===== src/rtl/rvh_l1d_refill_ctrl_pkg.sv =====
// Shared L1D refill definitions: cache geometry defaults and the refill FSM state encoding.
package rvh_l1d_refill_ctrl_pkg;

    localparam int unsigned L1D_ENTRY_IDX = 6;
    localparam int unsigned L1D_WAY_IDX   = 2;
    localparam int unsigned L1D_TAG_W     = 28;
    localparam int unsigned L1D_BEAT_NUM  = 4;
    localparam int unsigned L1D_BEAT_W    = 64;

    typedef enum logic [2:0] {
        S_IDLE    = 3'd0,
        S_VICTIM  = 3'd1,
        S_CHECK   = 3'd2,
        S_WB      = 3'd3,
        S_MEMREQ  = 3'd4,
        S_FILL    = 3'd5,
        S_INSTALL = 3'd6
    } refill_state_e;

endpackage


===== src/rtl/rvh_l1d_refill_ctrl_if.sv =====
// Miss, writeback, line-fetch and fill channels of the L1D refill controller.
interface rvh_l1d_refill_ctrl_if
    import rvh_l1d_refill_ctrl_pkg::*;
#(
    parameter int unsigned ENTRY_IDX = L1D_ENTRY_IDX,
    parameter int unsigned WAY_IDX   = L1D_WAY_IDX,
    parameter int unsigned TAG_W     = L1D_TAG_W,
    parameter int unsigned BEAT_W    = L1D_BEAT_W
) ();

    logic                 miss_valid;
    logic                 miss_ready;
    logic [ENTRY_IDX-1:0] miss_set;
    logic [TAG_W-1:0]     miss_tag;

    logic                 wb_valid;
    logic                 wb_ready;
    logic [ENTRY_IDX-1:0] wb_set;
    logic [WAY_IDX-1:0]   wb_way;
    logic [TAG_W-1:0]     wb_tag;

    logic                 mem_req_valid;
    logic                 mem_req_ready;
    logic [ENTRY_IDX-1:0] mem_req_set;
    logic [TAG_W-1:0]     mem_req_tag;

    logic                 fill_valid;
    logic [BEAT_W-1:0]    fill_data;

    modport master (
        input  miss_valid, miss_set, miss_tag,
        output miss_ready,
        output wb_valid, wb_set, wb_way, wb_tag,
        input  wb_ready,
        output mem_req_valid, mem_req_set, mem_req_tag,
        input  mem_req_ready,
        input  fill_valid, fill_data
    );

    modport slave (
        output miss_valid, miss_set, miss_tag,
        input  miss_ready,
        input  wb_valid, wb_set, wb_way, wb_tag,
        output wb_ready,
        input  mem_req_valid, mem_req_set, mem_req_tag,
        output mem_req_ready,
        output fill_valid, fill_data
    );

endinterface


===== src/rtl/rvh_l1d_refill_ctrl.sv =====
// L1D miss refill controller: victim pick, optional dirty writeback, line fetch,
// beat-by-beat data fill and final tag install. One miss in flight at a time.
module rvh_l1d_refill_ctrl
    import rvh_l1d_refill_ctrl_pkg::*;
#(
    parameter int unsigned ENTRY_IDX = L1D_ENTRY_IDX,
    parameter int unsigned WAY_IDX   = L1D_WAY_IDX,
    parameter int unsigned TAG_W     = L1D_TAG_W,
    parameter int unsigned BEAT_NUM  = L1D_BEAT_NUM,
    parameter int unsigned BEAT_W    = L1D_BEAT_W
) (
    input  logic                        clk,
    input  logic                        rst,
    rvh_l1d_refill_ctrl_if.master       bus,

    output logic                        plru_rd_en,
    output logic [ENTRY_IDX-1:0]        plru_rd_idx,
    input  logic [WAY_IDX-1:0]          plru_rd_way,

    output logic                        meta_rd_en,
    output logic [ENTRY_IDX-1:0]        meta_rd_set,
    output logic [WAY_IDX-1:0]          meta_rd_way,
    input  logic                        meta_rd_valid,
    input  logic                        meta_rd_dirty,
    input  logic [TAG_W-1:0]            meta_rd_tag,

    output logic                        data_wr_en,
    output logic [ENTRY_IDX-1:0]        data_wr_set,
    output logic [WAY_IDX-1:0]          data_wr_way,
    output logic [$clog2(BEAT_NUM)-1:0] data_wr_beat,
    output logic [BEAT_W-1:0]           data_wr_data,

    output logic                        tag_wr_en,
    output logic [ENTRY_IDX-1:0]        tag_wr_set,
    output logic [WAY_IDX-1:0]          tag_wr_way,
    output logic [TAG_W-1:0]            tag_wr_tag,

    output logic                        done,
    output logic [WAY_IDX-1:0]          done_way
);

    localparam int unsigned CNT_W = $clog2(BEAT_NUM);
    localparam logic [CNT_W-1:0] LAST_BEAT = CNT_W'(BEAT_NUM - 1);

    refill_state_e        state, state_nxt;
    logic [ENTRY_IDX-1:0] set_q;
    logic [TAG_W-1:0]     tag_q;
    logic [WAY_IDX-1:0]   way_q;
    logic [TAG_W-1:0]     victim_tag_q;
    logic [CNT_W-1:0]     beat_q;

    always_ff @(posedge clk or posedge rst) begin
        if (rst) state <= S_IDLE;
        else     state <= state_nxt;
    end

    always_ff @(posedge clk or posedge rst) begin
        if (rst) begin
            set_q        <= '0;
            tag_q        <= '0;
            way_q        <= '0;
            victim_tag_q <= '0;
            beat_q       <= '0;
        end else begin
            case (state)
                S_IDLE: if (bus.miss_valid) begin
                    set_q <= bus.miss_set;
                    tag_q <= bus.miss_tag;
                end
                S_VICTIM: way_q        <= plru_rd_way;
                S_CHECK:  victim_tag_q <= meta_rd_tag;
                S_MEMREQ: if (bus.mem_req_ready) beat_q <= '0;
                // Power-of-two beat count: natural overflow is the modulo wrap.
                S_FILL:   if (bus.fill_valid) beat_q <= beat_q + 1'b1;
                default: ;
            endcase
        end
    end

    always_comb begin
        state_nxt = state;
        case (state)
            S_IDLE:    if (bus.miss_valid) state_nxt = S_VICTIM;
            S_VICTIM:  state_nxt = S_CHECK;
            S_CHECK:   state_nxt = (meta_rd_valid && meta_rd_dirty) ? S_WB : S_MEMREQ;
            S_WB:      if (bus.wb_ready) state_nxt = S_MEMREQ;
            S_MEMREQ:  if (bus.mem_req_ready) state_nxt = S_FILL;
            S_FILL:    if (bus.fill_valid && beat_q == LAST_BEAT) state_nxt = S_INSTALL;
            S_INSTALL: state_nxt = S_IDLE;
            default:   state_nxt = S_IDLE;
        endcase
    end

    always_comb begin
        bus.miss_ready    = 1'b0;
        bus.wb_valid      = 1'b0;
        bus.wb_set        = '0;
        bus.wb_way        = '0;
        bus.wb_tag        = '0;
        bus.mem_req_valid = 1'b0;
        bus.mem_req_set   = '0;
        bus.mem_req_tag   = '0;
        plru_rd_en        = 1'b0;
        plru_rd_idx       = '0;
        meta_rd_en        = 1'b0;
        meta_rd_set       = '0;
        meta_rd_way       = '0;
        data_wr_en        = 1'b0;
        data_wr_set       = '0;
        data_wr_way       = '0;
        data_wr_beat      = '0;
        data_wr_data      = '0;
        tag_wr_en         = 1'b0;
        tag_wr_set        = '0;
        tag_wr_way        = '0;
        tag_wr_tag        = '0;
        done              = 1'b0;
        done_way          = '0;
        case (state)
            // Gated by rst so the miss channel closes while reset is held.
            S_IDLE: bus.miss_ready = !rst;
            S_VICTIM: begin
                plru_rd_en  = 1'b1;
                plru_rd_idx = set_q;
                meta_rd_en  = 1'b1;
                meta_rd_set = set_q;
                meta_rd_way = plru_rd_way;
            end
            S_WB: begin
                bus.wb_valid = 1'b1;
                bus.wb_set   = set_q;
                bus.wb_way   = way_q;
                bus.wb_tag   = victim_tag_q;
            end
            S_MEMREQ: begin
                bus.mem_req_valid = 1'b1;
                bus.mem_req_set   = set_q;
                bus.mem_req_tag   = tag_q;
            end
            S_FILL: if (bus.fill_valid) begin
                data_wr_en   = 1'b1;
                data_wr_set  = set_q;
                data_wr_way  = way_q;
                data_wr_beat = beat_q;
                data_wr_data = bus.fill_data;
            end
            S_INSTALL: begin
                tag_wr_en  = 1'b1;
                tag_wr_set = set_q;
                tag_wr_way = way_q;
                tag_wr_tag = tag_q;
                done       = 1'b1;
                done_way   = way_q;
            end
            default: ;
        endcase
    end

endmodule


===== src/flat_wrapper.sv =====
// flat-port wrapper written by rule: the top's interface ports become plain ports
module rvh_l1d_refill_ctrl_flat import rvh_l1d_refill_ctrl_pkg::*;
#(
    parameter int unsigned ENTRY_IDX = L1D_ENTRY_IDX,
    parameter int unsigned WAY_IDX   = L1D_WAY_IDX,
    parameter int unsigned TAG_W     = L1D_TAG_W,
    parameter int unsigned BEAT_NUM  = L1D_BEAT_NUM,
    parameter int unsigned BEAT_W    = L1D_BEAT_W
)
  (clk, rst, plru_rd_en, plru_rd_idx, plru_rd_way, meta_rd_en, meta_rd_set, meta_rd_way, meta_rd_valid, meta_rd_dirty, meta_rd_tag, data_wr_en, data_wr_set, data_wr_way, data_wr_beat, data_wr_data, tag_wr_en, tag_wr_set, tag_wr_way, tag_wr_tag, done, done_way, bus_miss_valid, bus_miss_set, bus_miss_tag, bus_miss_ready, bus_wb_valid, bus_wb_set, bus_wb_way, bus_wb_tag, bus_wb_ready, bus_mem_req_valid, bus_mem_req_set, bus_mem_req_tag, bus_mem_req_ready, bus_fill_valid, bus_fill_data);
  rvh_l1d_refill_ctrl_if #(.ENTRY_IDX(ENTRY_IDX), .WAY_IDX(WAY_IDX), .TAG_W(TAG_W), .BEAT_W(BEAT_W)) bus_i ();
  input  logic clk;
  input  logic rst;
  output logic plru_rd_en;
  output logic [ENTRY_IDX-1:0] plru_rd_idx;
  input  logic [WAY_IDX-1:0] plru_rd_way;
  output logic meta_rd_en;
  output logic [ENTRY_IDX-1:0] meta_rd_set;
  output logic [WAY_IDX-1:0] meta_rd_way;
  input  logic meta_rd_valid;
  input  logic meta_rd_dirty;
  input  logic [TAG_W-1:0] meta_rd_tag;
  output logic data_wr_en;
  output logic [ENTRY_IDX-1:0] data_wr_set;
  output logic [WAY_IDX-1:0] data_wr_way;
  output logic [$clog2(BEAT_NUM)-1:0] data_wr_beat;
  output logic [BEAT_W-1:0] data_wr_data;
  output logic tag_wr_en;
  output logic [ENTRY_IDX-1:0] tag_wr_set;
  output logic [WAY_IDX-1:0] tag_wr_way;
  output logic [TAG_W-1:0] tag_wr_tag;
  output logic done;
  output logic [WAY_IDX-1:0] done_way;
  input wire logic [$bits(bus_i.miss_valid)-1:0] bus_miss_valid;
  input wire logic [$bits(bus_i.miss_set)-1:0] bus_miss_set;
  input wire logic [$bits(bus_i.miss_tag)-1:0] bus_miss_tag;
  output wire logic [$bits(bus_i.miss_ready)-1:0] bus_miss_ready;
  output wire logic [$bits(bus_i.wb_valid)-1:0] bus_wb_valid;
  output wire logic [$bits(bus_i.wb_set)-1:0] bus_wb_set;
  output wire logic [$bits(bus_i.wb_way)-1:0] bus_wb_way;
  output wire logic [$bits(bus_i.wb_tag)-1:0] bus_wb_tag;
  input wire logic [$bits(bus_i.wb_ready)-1:0] bus_wb_ready;
  output wire logic [$bits(bus_i.mem_req_valid)-1:0] bus_mem_req_valid;
  output wire logic [$bits(bus_i.mem_req_set)-1:0] bus_mem_req_set;
  output wire logic [$bits(bus_i.mem_req_tag)-1:0] bus_mem_req_tag;
  input wire logic [$bits(bus_i.mem_req_ready)-1:0] bus_mem_req_ready;
  input wire logic [$bits(bus_i.fill_valid)-1:0] bus_fill_valid;
  input wire logic [$bits(bus_i.fill_data)-1:0] bus_fill_data;
  assign bus_i.miss_valid = bus_miss_valid;
  assign bus_i.miss_set = bus_miss_set;
  assign bus_i.miss_tag = bus_miss_tag;
  assign bus_miss_ready = bus_i.miss_ready;
  assign bus_wb_valid = bus_i.wb_valid;
  assign bus_wb_set = bus_i.wb_set;
  assign bus_wb_way = bus_i.wb_way;
  assign bus_wb_tag = bus_i.wb_tag;
  assign bus_i.wb_ready = bus_wb_ready;
  assign bus_mem_req_valid = bus_i.mem_req_valid;
  assign bus_mem_req_set = bus_i.mem_req_set;
  assign bus_mem_req_tag = bus_i.mem_req_tag;
  assign bus_i.mem_req_ready = bus_mem_req_ready;
  assign bus_i.fill_valid = bus_fill_valid;
  assign bus_i.fill_data = bus_fill_data;
  rvh_l1d_refill_ctrl #(.ENTRY_IDX(ENTRY_IDX), .WAY_IDX(WAY_IDX), .TAG_W(TAG_W), .BEAT_NUM(BEAT_NUM), .BEAT_W(BEAT_W)) u_core (.clk(clk), .rst(rst), .bus(bus_i), .plru_rd_en(plru_rd_en), .plru_rd_idx(plru_rd_idx), .plru_rd_way(plru_rd_way), .meta_rd_en(meta_rd_en), .meta_rd_set(meta_rd_set), .meta_rd_way(meta_rd_way), .meta_rd_valid(meta_rd_valid), .meta_rd_dirty(meta_rd_dirty), .meta_rd_tag(meta_rd_tag), .data_wr_en(data_wr_en), .data_wr_set(data_wr_set), .data_wr_way(data_wr_way), .data_wr_beat(data_wr_beat), .data_wr_data(data_wr_data), .tag_wr_en(tag_wr_en), .tag_wr_set(tag_wr_set), .tag_wr_way(tag_wr_way), .tag_wr_tag(tag_wr_tag), .done(done), .done_way(done_way));
endmodule

===== config.mk =====
export PLATFORM = sky130hd
export DESIGN_NAME = rvh_l1d_refill_ctrl_flat
export DESIGN_NICKNAME = d
export VERILOG_FILES = /design/src/rtl/rvh_l1d_refill_ctrl_pkg.sv /design/src/rtl/rvh_l1d_refill_ctrl_if.sv /design/src/rtl/rvh_l1d_refill_ctrl.sv /design/src/flat_wrapper.sv
export SDC_FILE = /design/constraint.sdc
export NUM_CORES = 1
export LEC_CHECK = 0
export ABC_CLOCK_PERIOD_IN_PS = 1800
export BUFFER_PORTS_ARGS = -buffer_cell sky130_fd_sc_hd__buf_4
export CAP_MARGIN = 15
export CORE_AREA = 2 2 130 132
export CTS_BUF_LIST = sky130_fd_sc_hd__clkbuf_4
export DETAILED_ROUTE_END_ITERATION = 7
export DIE_AREA = 0 0 132 134
export GPL_ROUTABILITY_DRIVEN = 1
export SYNTH_ARGS = -nofsm -noshare
export SYNTH_HDL_FRONTEND = slang
export SYNTH_SLANG_ARGS = --single-unit

===== constraint.sdc =====
create_clock -name clk -period 1.8 [get_ports clk]
set_input_delay 0.18 -clock clk [delete_from_list [all_inputs] [get_ports clk]]
set_output_delay 0.18 -clock clk [all_outputs]
set_load 0.02 [all_outputs]

==> results of run 1 <==
-- worst max-delay path by stage --
stage                     slack, ns                 end  depth (start not counted)       startpoint
final                         -0.31  bus_mem_req_set[3]                          6  u_core.state[1]
after global routing          -0.36  bus_mem_req_set[3]                          6  u_core.state[1]
after CTS                     -0.28    data_wr_data[20]                          5  u_core.state[1]
after detailed placement       0.07       bus_wb_set[4]                          5  u_core.state[2]
after global placement         0.12       bus_wb_set[4]                          5  u_core.state[2]
after floorplan                0.07       tag_wr_way[0]                          6  u_core.state[1]
-- synthesized netlist by cell type --
library cell	count	area, µm²
sky130_fd_sc_hd__a21oi_1	3	15.01
sky130_fd_sc_hd__a22o_1	2	17.52
sky130_fd_sc_hd__a31o_2	1	8.760
sky130_fd_sc_hd__and2_1	189	1182
sky130_fd_sc_hd__and3_1	1	6.260
sky130_fd_sc_hd__and4b_1	1	10.01
sky130_fd_sc_hd__buf_2	2	10.01
sky130_fd_sc_hd__buf_4	13	97.59
sky130_fd_sc_hd__buf_6	4	45.04
sky130_fd_sc_hd__clkbuf_1	18	67.56
sky130_fd_sc_hd__dfrtp_1	69	1727
sky130_fd_sc_hd__ha_1	1	12.51
sky130_fd_sc_hd__inv_1	2	7.510
sky130_fd_sc_hd__mux2_1	7	78.83
sky130_fd_sc_hd__mux2_2	58	653.1
sky130_fd_sc_hd__nand2_1	1	3.750
sky130_fd_sc_hd__nand2b_1	3	18.77
sky130_fd_sc_hd__nor2_1	1	3.750
sky130_fd_sc_hd__nor2_4	1	11.26
sky130_fd_sc_hd__nor2b_1	1	6.260
sky130_fd_sc_hd__nor3_1	4	20.02
sky130_fd_sc_hd__nor3b_2	1	12.51
sky130_fd_sc_hd__nor4_1	1	6.260
sky130_fd_sc_hd__nor4b_4	1	23.77
sky130_fd_sc_hd__o21ai_0	3	15.01
sky130_fd_sc_hd__o22ai_1	1	6.260
-- sequential cells by signal, summed over array words and instances, names as in the netlist --
register,flops
u_core.tag_q,28
u_core.victim_tag_q,28
u_core.set_q,6
u_core.state,3
u_core.beat_q,2
u_core.way_q,2
-- routing by layer --
layer  vias up  track usage, %
li1       2140               -
met1      2381           20.35
met2       213           38.34
met3        39           6.009
met4         0           5.918
met5         -               0
-- cell families after synthesis --
logic type / synth area share (%)
adders and majority gates: 0.3076
AOI/OAI and AO/OA: 1.538
and+or+nand+nor: 32.09
DFF: 42.46
buffers and inverters: 5.600
muxes: 18.00
-- tightest hold or removal path: stages --
cell	delay, ns
sky130_fd_sc_hd__buf_4	0.09
sky130_fd_sc_hd__a21oi_1	0.06
sky130_fd_sc_hd__a22o_1	0.17
-- per-stage QoR --
| step | setup WS [ns] | utilization (%) | std cells |
|---|---|---|---|
| finish | -0.3063 | 58.71 | 1059 |
| global route | -0.3621 | 58.71 | 1059 |
| CTS | -0.2788 | 50.57 | 1024 |
| detailed placement | 0.06765 | 42.21 | 928 |
| global placement | 0.1232 | 42.21 | 928 |
| floorplan | 0.06970 | - | 389 |
-- power groups by stage --
stage | combinational [mW] | sequential, mW | clock, mW
finish | 6.92 | 3.12 | 1.16
global route | 7.24 | 3.22 | 1.27
CTS | 5.54 | 3.00 | 1.22
detailed placement | 4.71 | 3.02 | 0
global placement | 4.60 | 3.01 | 0
floorplan | 3.01 | 2.68 | 0
-- area by class of cell --
cell class	count	area, µm²
clock inverters	7	88.84
multi-input cells	281	2552
inverters	2	13.76
fillers	1271	6725
well taps	220	275.3
diodes	2	5.005
clock buffers	9	67.56
repair buffers	469	4831
flip-flops and latches	69	1730
-- timing repair --
action / CTS / global route
gates resized for setup: 110 / 279
buffers inserted: 11 / 16
pin swaps: 3 / 54
endpoints found under the setup margin: 204 / 230
hold buffers: 65 / 0
gates cloned: 4 / 17
hold endpoints to repair: 133 / 0
==> results.md, run 1 <==
Status:
- The flow ran to the end, but the final reports show violations.
- The checks that failed: negative setup slack.

Timing:
- The total of endpoints with negative setup slack in the final report is about 200.
- The worst slew slack as a fraction of its limit is roughly three quarters.
- The minimum period implied by the final worst setup slack is approximately 2.1 ns.
- In the finished design, the share of the clock period the worst path needs comes to 117.0%.
- The number of pins with negative max-slew slack in the final report is 0.
- Setup total negative slack on the finished layout was measured at -41.39 ns.
- The final hold slack is about 0.10 ns.
- Setup repair after global routing could not meet its margin everywhere.
- The worst setup margin is -0.3063 ns.
- For the final database, setup skew stands at 0.007628 ns.
- At the pin with the least slew margin, the transition time is approximately 0.35 ns.
- The maximum frequency from static timing analysis is between 0.4 and 0.5 GHz.
- The final count of hold timing violations was 0.

Layout:
- For this run, the post-layout net count is about 970.
- The area growth from synthesis to layout is 135.2%.
- The proportion of layout cells with a drive suffix above 1 is between 70 and 80%.
- The library cells used most frequently in the layout, excluding fill and tap cells, are sky130_fd_sc_hd__buf_6 (199), sky130_fd_sc_hd__buf_4 (175), sky130_fd_sc_hd__and2_4 (149).
- The final design instance area without fill is about 9600 µm².
- The library cell used most frequently in the layout, excluding fill and tap cells, is sky130_fd_sc_hd__buf_6.

Setup path:
- The worst register-to-register path has a setup slack of 0 ns.
- For this design, the slowest cell found on the critical path is sky130_fd_sc_hd__dfrtp_2.
- The kind of cell with the highest combined delay along the critical path is buffers and inverters.
- Along the worst path, the maximum fanout reaches 9.
- The maximum single-stage delay on the critical path is 0.46 ns.
- The worst setup path is captured at an output port.
- The arrival time at the worst endpoint is around 1.9 ns.
- The origin of the critical flop-to-flop path is u_core.state[1].
- The type of origin of the critical path is a flop.
- The end of the worst register-to-register path is u_core.tag_q[20].
- The critical path class is reg -> out.
- Walking the worst path, the cells encountered are buf_4 -> nor3b_4 -> buf_4 -> clkbuf_16 -> and2_1 -> buf_4.
- The required time of the worst setup path is 1.62 ns.
- By instance count, the cell type seen most on the critical path is sky130_fd_sc_hd__buf_4.
- The critical path contains buffers and inverters numbering 4 combined.
- The number of cells traversed by the worst register-to-register path is 6.

Global route:
- The largest net degree at the start of global routing is between 60 and 70.
- Global routing used about a fifth of the available tracks.
- The number of global-route vias before repair came to 4890.
- The total grt overflow is 0.
- The first global-routing pass estimated 27190 µm of wire.
- The number of antenna violations at the first check in global routing was 2.

Power and ir drop:
- The sum of internal, switching and leakage power is around 11 mW.
- The sequential share of power is 27.8%.
- The net switching power is 4.333 mW.
- The reported leakage power is between 4 and 5 nW.
- The relative contribution of combinational cells to total power is around 62%.
- Net switching is 38.72% of the power.
- The internal portion of the total power is ~7 mW.
- VDD sags by at most about 0.63 mV.
- The clock share of power is between 10% and 20%.
- For this design the ratio of total power to cell area is 1170 nW/µm².

Place:
- The routability congestion estimate from global placement is between 0.8 and 0.9.
- The number of port buffers is between 300 and 400.
- Summing all placed instances gives a cell area of 6875 µm².
- The placed wire-length estimate after detailed placement is 13190 µm.

Die:
- The total die area is between 15000 and 20000 µm².
- The number of top-level design ports is 340.
- The region available for standard cell placement spans between 15000 and 20000 µm².
- The overall die height is roughly 130 µm.
- The starting utilization of the core area is around a quarter.
- The horizontal die dimension is approximately 130 µm.
- The number of cell rows is 47.

Job:
- The tool flagged a number of max-cap violations equal to 0.

Route:
- The first detailed-routing pass took 4 iterations.
- The detailed-route wire length is 21860 µm.
- The post-detailed-route via-to-cell ratio is 4.507.
- The top layer used by detailed routing is met4.
- In the routed design, unresolved DRC markers number 0.
- The met1 wire length is 7545 µm.
- After detailed routing, the met3 layer carries ~1500 µm of wire.
- Dividing the detail-routed wire length by the instance count gives roughly 21 µm.
- The met2 routed wirelength is 12130 µm.
- Across all layers, the routed design uses 4773 vias.
- The detail route stage leaves a number of antenna-violating nets equal to 0.
- The initial DRC count is between 100 and 150.

Clock network:
- After clock tree synthesis, the clock-pin slew on the worst setup and hold paths is around 0.12 ns.
- The H-tree depth is 3.
- TritonCTS built the clock tree.
- The number of buffers on the longest clock path is 2.
- The number of sinks handled by clock tree synthesis is about 70.
- The worst-skew pair later-pin latency is 0.43 ns.
- CTS placed an instance of sky130_fd_sc_hd__clkbuf_4 at the clock tree root.
- The number of buffers created by CTS is 9.

Min path:
- In this run the most critical hold path is launched from bus_mem_req_ready.
- The worst hold path passes through 3 cells.
- The class of the worst hold path is in -> reg.
- The worst hold path terminates at u_core.beat_q[1].

Synthesis:
- Averaged over all synthesized cells, the footprint is 10.45 µm².
- For this run, the number of Yosys warnings is 0.
- The mapped netlist covers 4066 µm².
- The number of synthesized register bits is 69.
- The gate count after technology mapping is approximately 390.
- The count of different cell masters after synthesis is 26.
- The register area share after synthesis is a little over two fifths.
- The synthesized net count is around 530.
No activity file was read; power rests on OpenSTA's default activity.
==> inputs of run 2 (changes only) <==
--- a/config.mk
+++ b/config.mk
@@ -9,7 +9,7 @@
 export BUFFER_PORTS_ARGS = -buffer_cell sky130_fd_sc_hd__buf_4
 export CAP_MARGIN = 15
 export CORE_AREA = 2 2 130 132
-export CTS_BUF_LIST = sky130_fd_sc_hd__clkbuf_4
+export CTS_BUF_LIST = sky130_fd_sc_hd__clkbuf_8
 export DETAILED_ROUTE_END_ITERATION = 7
 export DIE_AREA = 0 0 132 134
 export GPL_ROUTABILITY_DRIVEN = 1
==> results.md, run 2 (synthesis gave the netlist of run 1 again) <==
Status:
- The run finished, with violations left.
- The checks that failed: negative setup slack.

Global route:
- The number of antenna violations at the first check in global routing came to 2 (unchanged).
- The layer flagged by global routing as most heavily used is met2.
- The routing usage on met2 is 34.66% (-3.7 points).
- The total grt overflow was 0 (unchanged).
- The met3 usage in global routing is 6.274% (+0.26 points).
- The global routing usage on met1 came to 19.78% (-0.57 points).
- The largest net degree at the start of global routing is 62 (unchanged).
- The total routing resource utilization after global routing is 18.70% (-1.1 points).
- The number of global-route vias before repair is 4459 (-8.8%).
- The first-pass GRT wire length is 25590 µm (-5.9%).

Die:
- The number of top-level design ports was 340 (unchanged).
- The total die area came to 17690 µm² (unchanged).
- The horizontal die dimension is 132 µm (unchanged).
- The overall die height was 134 µm (unchanged).
- The number of cell rows is 47 (unchanged).
- The core outline area is 16290 µm² (unchanged).
- The starting utilization of the core area is 24.96% (unchanged).

Layout:
- The final design instance area without fill is 8274 µm² (-13%).
- The number of nets in the layout is 887 (-8.5%).
- The top cell types in the final layout, fill and taps aside, are sky130_fd_sc_hd__buf_4 (245), sky130_fd_sc_hd__buf_6 (123), sky130_fd_sc_hd__and2_1 (95).
- The count of non-filler cells in the finished layout came to 976 (-7.8%).
- The final core area utilization is 50.80% (-7.9 points).
- The leading cell type in the layout, fill and taps excluded is sky130_fd_sc_hd__buf_4.
- The area growth from synthesis to layout is 103.5%.
- The largest registers in the layout are u_core.tag_q: 28 flops, u_core.victim_tag_q: 28 flops, u_core.set_q: 6 flops.
- The proportion of layout cells with a drive suffix above 1 is 75.36% (-0.98 points).

Timing:
- The final count of hold timing violations is 0 (unchanged).
- The clock skew after layout came to 0.005897 ns (-0.001731 ns).
- The final hold slack came to 0.03815 ns (-0.06346 ns).
- The portion of the clock cycle consumed by the worst path in the final layout is 107.4% (-9.6 points).
- Setup repair after global routing could not meet its margin everywhere.
- The number of pins with negative max-slew slack in the final report is 0 (unchanged).
- The final-layout setup total negative slack came to -13.04 ns (+28.35 ns).
- The maximum frequency from static timing analysis was 0.5172 GHz (+8.9%).
- The minimum period implied by the final worst setup slack is 1.934 ns (-0.1726 ns).
- The worst setup margin was -0.1337 ns (+0.1726 ns).
- The total of endpoints with negative setup slack in the final report is 185 (-8.9%).
- The worst slew slack as a fraction of its limit is 75.70% (-0.67 points).
- The transition time at the pin with the least slew margin is 0.3630 ns (+0.008499 ns).

Clock network:
- The H-tree depth is 3 (unchanged).
- The CTS tree is built.
- The number of buffers created by CTS is 9 (unchanged).
- The worst-skew pair later-pin latency is 0.36 ns (-0.07 ns).
- The number of buffers on the longest clock path is 2 (unchanged).
- The root buffer cell is sky130_fd_sc_hd__clkbuf_8.
- The number of sinks handled by clock tree synthesis is 69 (unchanged).
- The clock input transition at the sequential cells of the worst setup and hold paths is 0.08 ns (-0.04 ns).

Setup path:
- The top cell family by delay on the critical path is simple AND/OR/NAND/NOR gates.
- The maximum single-stage delay on the critical path is 0.43 ns (-0.03 ns).
- The worst setup path is launched from a flop.
- The largest fanout on the critical path was 7 (-2).
- The critical path's most frequent cell is sky130_fd_sc_hd__buf_6.
- The cell count along the critical path was 5 (-1).
- The critical path buffer and inverter count came to 3 (-1).
- The arrival time at the worst endpoint is 1.75 ns (-0.18 ns).
- The signal on the critical path passes through and4b_4 -> buf_6 -> clkbuf_16 -> and2_4 -> buf_6.
- The critical path class is reg -> out.
- The number of cells traversed by the worst register-to-register path came to 4 (-2).
- The type of destination of the critical path is an output port.
- On the critical path, the stage with the largest delay is an instance of sky130_fd_sc_hd__dfrtp_2.
- The required time of the worst setup path is 1.62 ns (about the same).

Job:
- The max-capacitance violation count is 0 (unchanged).

Route:
- The count of nets left with antenna violations after detail routing is 0 (unchanged).
- The wire length per cell was 19.00 µm (-8.0%).
- The detailed-route wire length is 18540 µm (-15%).
- The length of the first detailed-routing pass in iterations came to 4 (unchanged).
- The post-detailed-route via-to-cell ratio is 4.333 (-3.9%).
- The number of vias after detailed routing is 4229 (-11%).
- The initial DRC count is 96 (-5.0%).
- The post-route DRC violation count came to 0 (unchanged).

Min path:
- The cell depth of the worst hold path came to 2 (-1).
- The tightest min-delay check is of the in -> reg type.

Power and ir drop:
- The worst supply voltage drop on vdd is 0.5950 mV (-5.4%).
- The total power density per cell area is 1270 nW/µm² (+8.6%).
- The reported leakage power was 4.122 nW (-11%).

Place:
- The number of port buffers was 339 (unchanged).
- The routability congestion estimate from global placement is 0.8594 (unchanged).
- The placed wire-length estimate after detailed placement is 13190 µm (unchanged).
- The post-placement cell area is 6875 µm² (unchanged).
- The post-placement cell count is 928 (unchanged).
-- run 2: changes by cell type in the layout (fill, tap and decap cells not counted), sizes merged --
cell and delta:
diode -1, buf -11, dlygate4sd3 -64, clkinv -2, clkbuf -5
-- run 2: final timing paths --
kind | start | endpoint | slack [ns]
min | bus_miss_tag[4] | u_core.tag_q[4] | 0.04
max in group asynchronous | rst | u_core.tag_q[3] | 0.87
max | u_core.state[1] | data_wr_data[12] | -0.13
min reg2reg | u_core.victim_tag_q[3] | u_core.victim_tag_q[3] | 0.51
min in group asynchronous | rst | u_core.beat_q[0] | 0.33
max reg2reg | u_core.state[0] | u_core.tag_q[22] | 0.06
-- run 2: what timing repair did --
action,in CTS,in global routing
cloned,4,8
endpoints found under the setup margin,199,223
setup buffers,12,6
pin swaps,6,31
gates resized for setup,97,142
endpoints found under the hold margin,8,0
hold buffers,1,0
-- run 2: routing by layer --
layer,vias up,share of wire [%],wire length (µm)
met4,2,3.0,552
li1,1965,-,-
met2,191,53,9825
met5,-,0.065,12
met1,2040,37,6788
met3,31,7.4,1363
-- run 2: cell type report --
type,instances,area [µm²]
Antenna cell,1,2.502
Clock buffer,11,151.4
Clock inverter,5,81.33
Fill cell,1445,8015
Inverter,2,11.26
Multi-Input combinational cell,281,2395
Sequential cell,69,1730
Tap cell,220,275.3
Timing Repair Buffer,387,3627
-- run 2: through the flow --
stage | setup slack (ns) | power (mW)
after global routing | -0.1894 | 11.09
after CTS | -0.1558 | 9.908
after global placement | 0.1232 | 7.602
after floorplan | 0.06970 | 5.690
after detailed placement | 0.06765 | 7.734
final | -0.1337 | 10.51
-- run 2: power by group --
group | internal, mW | total (mW) | switching (mW)
Clock | 0.858 | 1.49 | 0.636
Sequential | 2.36 | 3.02 | 0.668
Combinational | 3.34 | 5.99 | 2.65
